**src/rtl/score_keeper.sv**
```systemverilog
// Purpose : game score/combo/multiplier/health tracker and IDLE/PLAYING/WON/LOST state machine.
// Latency : events sampled on one clk_in edge are visible on outputs (and acks pulse) right after that edge.
// Backpressure: none; events are consumed every cycle, duplicates are filtered by block ID.
//
// Ports:
//   clk_in, rst_n_in          clock, async active-low reset
//   start_in, song_done_in    game control (start pulse, song finished level)
//   block_sliced_in/sliced_ID_in   slice event + block ID
//   block_missed_in/missed_ID_in   miss level + current block ID
//   player_hit_in             obstacle hit, counts every high cycle
//   game_state_out            0=IDLE 1=PLAYING 2=WON 3=LOST
//   score_out, combo_out, multiplier_out, health_out   HUD values
//   slice_ack_out, miss_ack_out   one-cycle acceptance pulses
module score_keeper #(
    parameter int BASE_POINTS = 100,
    parameter int HEALTH_MAX  = 100,
    parameter int HEALTH_GAIN = 1,
    parameter int HEALTH_MISS = 10,
    parameter int HEALTH_HIT  = 15
) (
    input  logic        clk_in,
    input  logic        rst_n_in,
    input  logic        start_in,
    input  logic        song_done_in,
    input  logic        block_sliced_in,
    input  logic [7:0]  sliced_ID_in,
    input  logic        block_missed_in,
    input  logic [7:0]  missed_ID_in,
    input  logic        player_hit_in,
    output logic [1:0]  game_state_out,
    output logic [19:0] score_out,
    output logic [9:0]  combo_out,
    output logic [3:0]  multiplier_out,
    output logic [6:0]  health_out,
    output logic        slice_ack_out,
    output logic        miss_ack_out
);

    typedef enum logic [1:0] {
        IDLE    = 2'd0,
        PLAYING = 2'd1,
        WON     = 2'd2,
        LOST    = 2'd3
    } state_t;

    localparam logic [7:0]  ID_NONE   = 8'hFF;
    localparam logic [19:0] SCORE_SAT = 20'hFFFFF;
    localparam logic [9:0]  COMBO_SAT = 10'd1023;

    state_t      state;
    logic [2:0]  progress;
    logic [7:0]  last_slice_id;
    logic [7:0]  last_miss_id;

    logic        playing;
    logic        slice_acc;
    logic        miss_acc;
    logic        hit_acc;
    logic        penalty;
    logic        restart;
    logic [23:0] score_sum;
    logic [19:0] score_nxt;
    logic [9:0]  combo_nxt;
    logic [3:0]  mult_nxt;
    logic [2:0]  progress_nxt;
    logic [3:0]  progress_inc;
    logic [3:0]  threshold;
    logic signed [8:0] health_calc;
    logic [6:0]  health_nxt;

    always_comb begin
        playing   = (state == PLAYING);
        restart   = start_in && !playing;
        slice_acc = playing && block_sliced_in &&
                    (sliced_ID_in != last_slice_id) && (sliced_ID_in != ID_NONE);
        // A block already sliced must never also be counted as missed.
        miss_acc  = playing && block_missed_in &&
                    (missed_ID_in != last_miss_id) && (missed_ID_in != last_slice_id) &&
                    (missed_ID_in != ID_NONE);
        hit_acc   = playing && player_hit_in;
        penalty   = miss_acc || hit_acc;

        // Score always uses the multiplier in force before this cycle's events.
        score_sum = {4'd0, score_out} + 24'(BASE_POINTS) * {20'd0, multiplier_out};
        score_nxt = score_out;
        if (slice_acc)
            score_nxt = (score_sum > {4'd0, SCORE_SAT}) ? SCORE_SAT : score_sum[19:0];

        combo_nxt = combo_out;
        if (penalty)
            combo_nxt = 10'd0;
        else if (slice_acc && combo_out != COMBO_SAT)
            combo_nxt = combo_out + 10'd1;

        // Slices needed to double equals twice the current multiplier (1x:2, 2x:4, 4x:8).
        threshold    = {multiplier_out[2:0], 1'b0};
        progress_inc = {1'b0, progress} + 4'd1;
        mult_nxt     = multiplier_out;
        progress_nxt = progress;
        if (penalty) begin
            progress_nxt = 3'd0;
            mult_nxt     = (multiplier_out == 4'd1) ? 4'd1 : (multiplier_out >> 1);
        end else if (slice_acc) begin
            if (multiplier_out == 4'd8) begin
                progress_nxt = 3'd0;
            end else if (progress_inc == threshold) begin
                progress_nxt = 3'd0;
                mult_nxt     = {multiplier_out[2:0], 1'b0};
            end else begin
                progress_nxt = progress_inc[2:0];
            end
        end

        // Net health change in signed 9-bit space, then clamp to 0..HEALTH_MAX.
        health_calc = $signed({2'b00, health_out})
                    + (slice_acc ? $signed(9'(HEALTH_GAIN)) : 9'sd0)
                    - (miss_acc  ? $signed(9'(HEALTH_MISS)) : 9'sd0)
                    - (hit_acc   ? $signed(9'(HEALTH_HIT))  : 9'sd0);
        if (health_calc[8])
            health_nxt = 7'd0;
        else if (health_calc > $signed(9'(HEALTH_MAX)))
            health_nxt = 7'(HEALTH_MAX);
        else
            health_nxt = health_calc[6:0];
    end

    always_ff @(posedge clk_in or negedge rst_n_in) begin
        if (!rst_n_in) begin
            state          <= IDLE;
            score_out      <= 20'd0;
            combo_out      <= 10'd0;
            multiplier_out <= 4'd1;
            health_out     <= 7'(HEALTH_MAX);
            slice_ack_out  <= 1'b0;
            miss_ack_out   <= 1'b0;
            progress       <= 3'd0;
            last_slice_id  <= ID_NONE;
            last_miss_id   <= ID_NONE;
        end else if (restart) begin
            state          <= PLAYING;
            score_out      <= 20'd0;
            combo_out      <= 10'd0;
            multiplier_out <= 4'd1;
            health_out     <= 7'(HEALTH_MAX);
            slice_ack_out  <= 1'b0;
            miss_ack_out   <= 1'b0;
            progress       <= 3'd0;
            last_slice_id  <= ID_NONE;
            last_miss_id   <= ID_NONE;
        end else if (playing) begin
            score_out      <= score_nxt;
            combo_out      <= combo_nxt;
            multiplier_out <= mult_nxt;
            health_out     <= health_nxt;
            progress       <= progress_nxt;
            slice_ack_out  <= slice_acc;
            miss_ack_out   <= penalty;
            if (slice_acc)
                last_slice_id <= sliced_ID_in;
            if (miss_acc)
                last_miss_id <= missed_ID_in;
            // Death takes priority over finishing the song on the same edge.
            if (health_nxt == 7'd0)
                state <= LOST;
            else if (song_done_in)
                state <= WON;
        end else begin
            slice_ack_out <= 1'b0;
            miss_ack_out  <= 1'b0;
        end
    end

    assign game_state_out = state;

endmodule

```
**config.mk**
```make
export PLATFORM = sky130hd
export DESIGN_NAME = score_keeper
export DESIGN_NICKNAME = d
export VERILOG_FILES = /design/src/rtl/score_keeper.sv
export SDC_FILE = /design/constraint.sdc
export NUM_CORES = 1
export LEC_CHECK = 0
export CORE_MARGIN = 3
export CORE_UTILIZATION = 45
export DETAILED_ROUTE_END_ITERATION = 16
export PLACE_DENSITY = 0.68
export SLEW_MARGIN = 20
export SYNTH_ARGS = -nofsm -noshare
export SYNTH_HDL_FRONTEND = slang
export SYNTH_SLANG_ARGS = --single-unit
```
**constraint.sdc**
```tcl
create_clock -name clk_in -period 5.1 [get_ports clk_in]
set_input_delay 1.02 -clock clk_in [delete_from_list [all_inputs] [get_ports clk_in]]
set_output_delay 1.02 -clock clk_in [all_outputs]
set_load 0.05 [all_outputs]
```
-- After elaboration in Yosys (flattened, before gate mapping)
Cells that the tools add are included.
- register bits: 64
- output and inout bits: 45
- bits of input ports: 23
- equality and inequality tests: 11
- $mul: 1
- $add $sub $neg: 6
- multiplexer cells: 42
- reduce and logical (&&, ||, !) cells: 26
- magnitude comparators: 2
- operators with widths (kind ; number):
    $mux W20 ; 4
    $mux W8 ; 6
    $mux W10 ; 4
    $mux W4 ; 8
    $mux W7 ; 4
    $ne A8 B8 Y1 ; 3
    $add A20 B11 Y21 ; 1
    $gt A21 B20 Y1 const B ; 1
    $mux W3 ; 7
    $ne A8 B8 Y1 const B ; 2
    $reduce_bool A3 Y1 ; 4
    $add A10 B1 Y10 const B ; 1
    $logic_and A1 B1 Y1 ; 10
    $ne A10 B10 Y1 const B ; 1
    $reduce_and A2 Y1 ; 5
    $gt A9 B8 Y1 const B ; 1
    $mul A5 B4 Y9 const A ; 1
    $sub A8 B4 Y9 ; 1
    $sub A9 B5 Y9 ; 1
    $add A7 B1 Y8 ; 1
    $mux W2 ; 4
    $logic_not A7 Y1 ; 1
    $reduce_bool A2 Y1 ; 3
    $mux W1 ; 5
    9 further kinds ; 9

-- Depth between registers and ports, before layout
Gate-level depths: netlist of run 1.
- depth after elaboration: 15
- depth in mapped cells: 17
- gate-level depth less buffers: 15

-- Worst setup path before layout of run 1
Ideal clock, no wire load.
- kind: in2reg
- start: input missed_ID_in[3]
- end: register state[1], in the netlist game_state_out[1]
- arrival: 4.682 ns
- library setup time: 0.067 ns
- path slack: 0.351 ns
- data required time: 5.033 ns
- stages on the path: 16
- cell sequence: xor2_1 > nor4_1 > a21oi_1 > o21ai_1 > clkbuf_1 > ha_1 > inv_1 > fa_1 > ha_1 > fa_1 > a21o_1 > a21oi_1 > xnor2_1 > or4_1 > nor4_2 > a221o_1
- longest elaborated chain between the ends: 14
- elaborated cells on any way between the ends: 18
- classes of those cells: add/sub (2); order compare (1); eq/ne (3); mux (6); reduce/logical (6)
- RTL lines (element ; line ; text):
    from (decl) ; 28 ; input logic [7:0] missed_ID_in,
    $ne A8 B8 Y1 ; 78 ; (missed_ID_in != last_miss_id) && (missed_ID_in != last_slice_id) &&
    $logic_and A1 B1 Y1 ; 77 ; miss_acc = playing && block_missed_in &&
    $logic_and A1 B1 Y1 ; 78 ;
    $logic_and A1 B1 Y1 (*) ; 78 ;
    $mux W4 (*) ; 117 ; - (miss_acc ? $signed(9'(HEALTH_MISS)) : 9'sd0)
    $sub A8 B4 Y9 (*) ; 117 ;
    $sub A9 B5 Y9 (*) ; 118 ; - (hit_acc ? $signed(9'(HEALTH_HIT)) : 9'sd0);
    $gt A9 B8 Y1 ; 121 ; else if (health_calc > $signed(9'(HEALTH_MAX)))
    $mux W7 ; 121 ;
    $mux W7 (*) ; 119 ; if (health_calc[8])
    $logic_not A7 Y1 (*) ; 163 ; if (health_nxt == 7'd0)
    $mux W2 ; 163 ;
    $mux W2 ; 150 ; end else if (playing) begin
    $mux W2 ; 139 ; end else if (restart) begin
    to (signal assigned) ; 140 ; state <= PLAYING;
    to (signal assigned) ; 164 ; state <= LOST;
    to (signal assigned) ; 166 ; state <= WON;
    to (decl) ; 50 ; state_t state;
Every way passes the cells marked *; elsewhere a longest branch is shown, timed or not. The select of a mux whose other input is x is not followed.
A chain may end at the register's enable or synchronous reset.

-- Worst setup path in the final report of run 1
- start: input missed_ID_in[7]
- end: register state[1], in the netlist game_state_out[1]
Same word-level chain as after synthesis.

==> results of run 1 <==
## through the flow
step	worst slack (ns)	power [W]	hold slack [ns]	utilization (%)
floorplan	0.3513	0.002339	0.5096	-
global placement	0.1456	0.002815	0.5056	55.93
detailed placement	-0.003513	0.002850	0.5158	55.93
CTS	0.3417	0.003301	0.5313	57.94
global route	0.08644	0.003565	0.5516	57.94
finish	0.3239	0.003286	0.5285	57.94
## kinds of logic (layout without fill, tap and decap cells)
family	Yosys count	count (layout)	synth area share [%]
AO/OA/AOI/OAI	120	120	18.99
adder cells (fa/ha/maj)	46	46	13.66
AND/OR/NAND/NOR	163	163	17.45
XOR/XNOR	39	39	7.611
flip-flops	63	63	35.68
multiplexers	4	4	0.9757
buffers and inverters	53	131	5.632
## power groups by stage
stage,combinational [W],clock (W),sequential (W)
after detailed placement,0.00200,0,0.000852
after CTS,0.00201,0.000444,0.000845
after global placement,0.00197,0,0.000847
final,0.00201,0.000435,0.000841
after floorplan,0.00129,0,0.00105
after global routing,0.00223,0.000470,0.000867
## critical path, cell delays in order
cell,delay (ns)
clkdlybuf4s50_1,0.50
xor2_1,0.20
nor4_1,0.26
a21oi_1,0.11
o21ai_1,0.16
ha_1,0.27
inv_1,0.08
fa_1,0.43
ha_1,0.24
fa_1,0.43
a211oi_1,0.30
o21bai_1,0.11
a21oi_1,0.17
xnor2_1,0.26
nor4_2,0.13
a221o_1,0.33
## metal layers
| layer | share of wire, % | up-vias | GRT usage [%] |
|---|---|---|---|
| met3 | 3.7 | 14 | 3.123 |
| met2 | 48 | 69 | 32.70 |
| li1 | - | 1875 | - |
| met1 | 47 | 1871 | 26.59 |
| met5 | 0 | - | 0 |
| met4 | 1.6 | 0 | 6.846 |
## area by class of cell
type,instances,area (um^2),share of cell area [%]
inverters,36,137.6,2.511
clock buffers,12,145.1,2.648
clock inverters,4,45.04,0.8219
multi-input cells,372,2634,48.06
flip-flops and latches,63,1602,29.22
well taps,129,161.4,2.945
repair buffers,79,755.7,13.79
## flip-flops by register name (all words and copies together), names as in the netlist
register,flops
multiplier_out,4
score_out,19
health_out,7
combo_out,10
last_slice_id,8
last_miss_id,8
miss_ack_out,1
slice_ack_out,1
game_state_out,2
progress,3
## how the worst max path moves through the flow
stage                         start           endpoint  slack, ns
floorplan           missed_ID_in[3]  game_state_out[1]       0.35
CTS                 missed_ID_in[7]      health_out[4]       0.34
detailed placement  missed_ID_in[7]  game_state_out[1]     -0.004
finish              missed_ID_in[7]  game_state_out[1]       0.32
global placement    missed_ID_in[7]  game_state_out[1]       0.15
global route        missed_ID_in[7]      health_out[0]       0.09
## synth_stat cells (9+ instances only)
cell | number | area share, %
o21ai_0 | 20 | 2.2
ha_1 | 41 | 11
xnor2_1 | 19 | 3.7
o211ai_1 | 19 | 3.2
nand2_1 | 33 | 2.8
nand2b_1 | 10 | 1.4
xor2_1 | 20 | 3.9
nor2_1 | 51 | 4.3
nand4_1 | 9 | 1.3
nor3_1 | 14 | 1.6
a21oi_1 | 30 | 3.3
nand3_1 | 19 | 2.1
clkbuf_1 | 10 | 0.84
inv_1 | 35 | 2.9
dfstp_2 | 20 | 12
dfrtp_1 | 43 | 24
==> results.py, run 1 <==
metrics = {
    "run_status": {
        "status": "complete, no violations",
    },
    "final_layout": {
        "area_growth_pct": 22.11,
        "fin_cells": 695,
        "fin_area_mm2": 0.005480,
        "final_layout_size_suffix_gt1_share_pct": 11.31,
        "layout_commonest_cell": "clkdlybuf4s50_1",
        "nNetsFinal": 630,
        "insertedDiodeCount": 0,
        "nFillCells": 859,
        "final_cell_mix": "clkdlybuf4s50_1 (66), nor2_1 (51), dfrtp_1 (43)",
    },
    "drt": {
        "drtIter0Drc": 139,
        "drt-total-wl_um": 10640,
        "ant_nets": 0,
        "via_per_inst": 5.509,
        "num_vias": 3829,
        "dr.pass1.iters": 4,
        "drc": 0,
        "wire_per_inst_um": 15.31,
    },
    "place": {
        "dp_hpwl_um": 7842,
        "dp_cells": 679,
        "place.gp.congestion": 0.8926,
        "io_buffers": 67,
        "placed_area_mm2": 0.005290,
    },
    "grt": {
        "grt.overflow.total": 0,
        "antenna_found_initial": 0,
        "grt_pass1_vias": 3728,
        "grt_max_degree": 64,
        "grt_usage_pct": 19.85,
        "grt_pass1_wl_um": 18110,
    },
    "die": {
        "die_y_um": 105.9,
        "num_rows": 35,
        "start_util_pct": 47.45,
        "io_pins": 68,
        "die_w_um": 105.9,
        "core_area_mm2": 0.009459,
        "dieArea_mm2": 0.01121,
    },
    "sta": {
        "setup_viol": 0,
        "period_needed_ns": 4.776,
        "slew_viol_final": 0,
        "hold_viol": 0,
        "rsz0062_at_grt": "false",
        "tns_ns": 0,
        "worst_slew_pin_slew_ns": 0.8126,
        "period_share_pct": 93.65,
        "slew_headroom_pct": 45.83,
        "fmax_mhz": 209.4,
        "clock_skew_ns": 0.008554,
    },
    "yosys": {
        "synth_area_mm2": 0.004488,
        "netlist_instances": 488,
        "async_reset_ff_share_pct": 100.0,
        "synth.ff_latch_count": 63,
        "synth_sequential_area_ratio_pct": 35.68,
        "yosys_warnings": 0,
        "syn_nets": 557,
        "synth_cell_types": 63,
        "synth_edf_count": 0,
        "synthFlopType": "dfrtp_1",
        "postSynthAreaPerCell_um2": 9.197,
    },
    "worst_hold_path": {
        "min-delay-start": "score_out[0]",
        "whs_endpoint": "score_out[0]",
        "hp-class": "flop to flop",
        "whs_path_depth": 1,
    },
    "pwr": {
        "internal-power_w": 0.001739,
        "power.leakage_nw": 2.396,
        "swShare_pct": 47.07,
        "ir_drop_mv": 0.4221,
        "power.switching_w": 0.001547,
        "powerDensity_mw_per_mm2": 599.6,
        "power.share.clock_pct": 13.2,
        "p_comb_share_pct": 61.2,
        "seq_power_share_pct": 25.6,
    },
    "clocking": {
        "cts_resized": 0,
        "clk_latency_ns": 0.35,
        "cts_buffers": 9,
        "cts.clk_slew.worst_paths_ns": 0.07,
        "tritoncts": "yes",
        "htree_levels": 3,
        "postCtsSetupRepairBufs": 0,
        "cts-hold-fix-buffers": 0,
        "cts-root-buf": "clkbuf_8",
        "clock-sinks": 63,
        "clockBufferDepth": 2,
    },
    "setup_path": {
        "rrSetupSlack_ns": 0.93,
        "worstPathRequired_ns": 5.33,
        "critPathKind": "input pin to flop",
        "worst_setup_path_start_kind": "input pin",
        "cp_max_fo": 5,
        "r2r-end": "game_state_out[1]",
        "reg2reg_from": "game_state_out[0]",
        "cp.arrival_ns": 5.01,
        "reg2regPathDepth": 15,
        "worst_setup_path_end_kind": "flop",
    },
    "run": {
        "maxCapViolCount": 0,
    },
}
Note: power is estimated with default switching activity, not from simulation.
==> run 2, diff against run 1 <==
ABC_CLOCK_PERIOD_IN_PS = 5100   (was not set)
==> results of run 2 <==
No change in the layout: final DEF, timing and power equal those of run 1.
